### config.mk
export PLATFORM = sky130hd
export DESIGN_NAME = piso_serializer
export DESIGN_NICKNAME = d
export VERILOG_FILES = /design/src/rtl/piso_serializer.sv
export SDC_FILE = /design/constraint.sdc
export NUM_CORES = 1
export LEC_CHECK = 0
export CORE_UTILIZATION = 43
export CTS_CLUSTER_DIAMETER = 50
export DETAILED_ROUTE_END_ITERATION = 8
export PLACE_DENSITY_LB_ADDON = 0.2
export SYNTH_ARGS = -nofsm -noshare
export SYNTH_HDL_FRONTEND = slang
export SYNTH_SLANG_ARGS = --single-unit
### constraint.sdc
create_clock -name clk -period 1.45 [get_ports clk]
set_input_delay 0.2175 -clock clk [delete_from_list [all_inputs] [get_ports clk]]
set_output_delay 0.2175 -clock clk [all_outputs]
set_load 0.03 [all_outputs]
### src/rtl/piso_serializer.sv
// piso_serializer: parallel-in serial-out shifter, MSB first, DIV clocks per bit
module piso_serializer #(
  parameter int WIDTH = 8,
  parameter int DIV   = 4
) (
  input  logic             clk,
  input  logic             rst,
  input  logic [WIDTH-1:0] data_in,
  input  logic             load,
  output logic             ready,
  output logic             serial_bit,
  output logic             bit_valid,
  output logic             busy,
  output logic             done,
  output logic [1:0]       state
);
  localparam int BW = $clog2(WIDTH);
  localparam int DW = DIV > 1 ? $clog2(DIV) : 1;
  localparam logic [BW-1:0] BIT_LAST = BW'(WIDTH - 1);
  localparam logic [DW-1:0] DIV_LAST = DW'(DIV - 1);
  typedef enum logic [1:0] {IDLE = 2'd0, SHIFT = 2'd1, DONE = 2'd2} state_t;
  if (WIDTH < 2 || WIDTH > 32) begin : g_bad_width
    $error("piso_serializer: WIDTH must be 2..32");
  end
  if (DIV < 1 || DIV > 255) begin : g_bad_div
    $error("piso_serializer: DIV must be 1..255");
  end
  logic [1:0]       state_q;
  state_t           state_d;
  logic [WIDTH-1:0] shreg_q, shreg_d;
  logic [DW-1:0]    div_q, div_d;
  logic [BW-1:0]    bit_q, bit_d;
  logic             ser_q, ser_d;
  // registers; the unreachable code 2'd3 falls back to IDLE through the default arm below
  always_ff @(posedge clk or posedge rst) begin
    if (rst) begin
      state_q <= IDLE;
      shreg_q <= '0;
      div_q   <= '0;
      bit_q   <= '0;
      ser_q   <= 1'b0;
    end else begin
      state_q <= state_d;
      shreg_q <= shreg_d;
      div_q   <= div_d;
      bit_q   <= bit_d;
      ser_q   <= ser_d;
    end
  end
  // next state: capture on load in IDLE, step bits every DIV cycles in SHIFT, one DONE cycle
  always_comb begin
    state_d = IDLE;
    shreg_d = shreg_q;
    div_d   = div_q;
    bit_d   = bit_q;
    ser_d   = 1'b0;
    case (state_q)
      IDLE: if (load) begin
        shreg_d = data_in;
        ser_d   = data_in[WIDTH-1];
        div_d   = '0;
        bit_d   = '0;
        state_d = SHIFT;
      end
      SHIFT: begin
        state_d = SHIFT;
        ser_d   = ser_q;
        if (div_q == DIV_LAST) begin
          div_d = '0;
          if (bit_q == BIT_LAST) begin
            state_d = DONE;
            ser_d   = 1'b0;
          end else begin
            shreg_d = shreg_q << 1;
            ser_d   = shreg_q[WIDTH-2];
            bit_d   = bit_q + 1'b1;
          end
        end else begin
          div_d = div_q + 1'b1;
        end
      end
      default: state_d = IDLE;
    endcase
  end
  assign state      = state_q;
  assign serial_bit = ser_q;
  assign ready      = state_q == IDLE;
  assign busy       = state_q == SHIFT;
  assign done       = state_q == DONE;
  assign bit_valid  = state_q == SHIFT && div_q == DIV_LAST;
endmodule

==> metrics <==
core area=1590 µm²; area of the mapped netlist=777 µm²; Die H=44.5 µm; dpl ws=-0.162 ns; crit end category=register; # nets final=111; TritonCTS Sinks=15; CTS buffer count=3; dpl cell area=1090 µm²; Port Buffers=17; Total Routed Length=1750 µm; Syn Nets=75; Data arrival, critical path=1.76 ns; R2R depth=6; synthesis-stage register bit count=15; dpl hpwl=1310 µm; crit path kind=reg -> reg; antenna violations before repair=0; Final Hold Viols=0; peak supply drop=1.28 mV; clock skew=0.00382 ns; Seq/Total Area, Yosys=48.3%; Final ANT Viol Nets=0; DR vias=594; Leak=0.562 nW; vias in the first global route=642; Final Cell Area=1180 µm²; Worst-Skew Late Latency=0.27 ns; cts hold-fix bufs=0; synth warn=0; max cap viols=0; TritonCTS clock tree=built; post-synth top area cell=dfrtp_1; vias per std cell=4.95; synth unique cells=23; largest net degree at the start of global routing=11; share of the synthesized area in the top cell type=48.3%; H-tree depth=1; Die Area=1980 µm²; Final Cycle Share=110%; pwr dens=2380 nW/µm²; first drt pass iteration count=4; Syn Inst Count=61; num ports=18; CP max FO=4; clock tree buffer depth=2; drt drc=0; drt wl/cell=14.6 µm; Req. time, crit path=1.62 ns; Area growth, synth to finish=52.2%; chip width=44.5 µm; gr usage total=19.4%; setup total negative slack=-1.24 ns; Initial Utilization=48.7%; Max Clock Freq=627 MHz; Synth Area per Inst=12.7 µm²; RSZ-0062 raised after global routing=true; crit start category=register; failing checks=setup timing; Max Slew Vio Count=0; wire length of the first global-routing pass=2770 µm; number of diodes=0; count of final setup violators=11; CTS clock-pin slew for the worst setup and hold paths=0.09 ns; worst-margin pin slew=0.311 ns; Synth area leaders=dfrtp_1 (48%), mux2_4 (14%), mux2_2 (8.7%), ha_1 (4.8%), buf_6 (2.9%); post-route setup slack=-0.145 ns; Worst slew margin=79.3%; Hold Slack=0.166 ns; total congestion overflow=0; worst min-delay path class=in -> async; outcome=finished with violations; root buffer cell=clkbuf_4; share of cells above drive strength 1=47.9%; DRT iter0 DRCs=5; RePlAce Congestion=0.753; Std-Cell Rows=14; Final Critical Period=1.60 ns
==> layout make-up <==
class	count	area, µm²
clock buffers	4	26.3
fillers	114	412
inverters	6	30.0
multi-input cells	38	387
flip-flops and latches	15	378
well taps	24	30.0
repair buffers	33	332
==> cell usage in the layout, fill, tap and decap left out, types with 2 or more instances in the layout <==
master and instances:
buf_4 14, dfrtp_1 13, clkdlybuf4s50_1 10, mux2_4 7, mux2_2 6, inv_1 4, nand2_1 3, clkbuf_4 3
buf_6 3, mux2i_1 2, and3_1 2, dlygate4sd2_1 2, buf_12 2, dfrtp_2 2
==> report_power, final <==
group	switching [mW]	internal, mW	leakage [nW]	total (mW)
clock network	0.129	0.106	0.0150	0.235
logic	0.778	1.08	0.364	1.86
registers	0.109	0.603	0.183	0.712
total	1.02	1.79	0.562	2.81
==> metrics by stage <==
| stage | power [mW] | cells | util, % |
|---|---|---|---|
| CTS | 2.64 | 118 | 70.6 |
| detailed placement | 2.37 | 113 | 68.2 |
| floorplan | 1.80 | 61 | - |
| global route | 2.98 | 120 | 74.2 |
| finish | 2.81 | 120 | 74.2 |
| global placement | 2.32 | 113 | 68.2 |
==> sequential cells by signal (all words and copies together) (netlist names) <==
register / count
bit_q: 3
div_q: 2
serial_bit: 1
shreg_q: 7
state: 2
==> kinds of logic after synthesis <==
group / synth area share [%]
buffers and inverters: 6.44
AOI/OAI and AO/OA: 7.73
and+or+nand+nor: 7.89
adders and majority gates: 4.83
DFF: 48.3
muxes: 24.8
==> cell usage after synthesis <==
cell type and instances:
dfrtp_1 15, mux2_4 7, mux2_2 6, inv_1 5, ha_1 3, nand2_1 3
and3_1 2, buf_6 2, mux2i_1 2, nand2b_1 2, nor2_1 2, a21oi_1 1
a22o_1 1, a31oi_1 1, a32o_1 1, and2_1 1, inv_6 1, nand3_1 1
nor2b_1 1, o21ai_0 1, o21bai_1 1, o31ai_1 1, o32a_1 1
==> routing by layer <==
metal | wire [µm] | global-route usage (%) | vias to the layer above | part of all wire, %
met1 | 726 | 21.9 | 297 | 41
met2 | 968 | 37.4 | 12 | 55
met3 | 48 | 2.86 | 2 | 2.7
met5 | 0 | 0 | - | 0
li1 | - | - | 283 | -
met4 | 6 | 5.45 | 0 | 0.34
==> worst max-delay path, stage by stage (launching register included) <==
cell and delay (ns):
dfrtp_1 0.38, ha_2 0.21, ha_4 0.14, inv_2 0.03, a32o_2 0.27, clkbuf_16 0.16
mux2_4 0.30
==> worst paths after layout <==
check / from / end / slack [ns]
max: bit_q[0] / bit_q[0] / -0.15
min: rst / state[0] / 0.17
max reg2reg: bit_q[0] / bit_q[0] / -0.15
min reg2reg: div_q[1] / div_q[1] / 0.51
max in group asynchronous: rst / bit_q[1] / 0.87
min in group clk: div_q[1] / div_q[1] / 0.51
==> timing repair <==
item                                   4_1_cts  5_1_grt
buffers inserted                             1        1
pin swaps                                    0        3
gates cloned                                 0        1
endpoints found under the hold margin        0        0
resized for setup                            7        7
setup endpoints to repair                   14       14
Note: power is estimated with default switching activity, not from simulation.
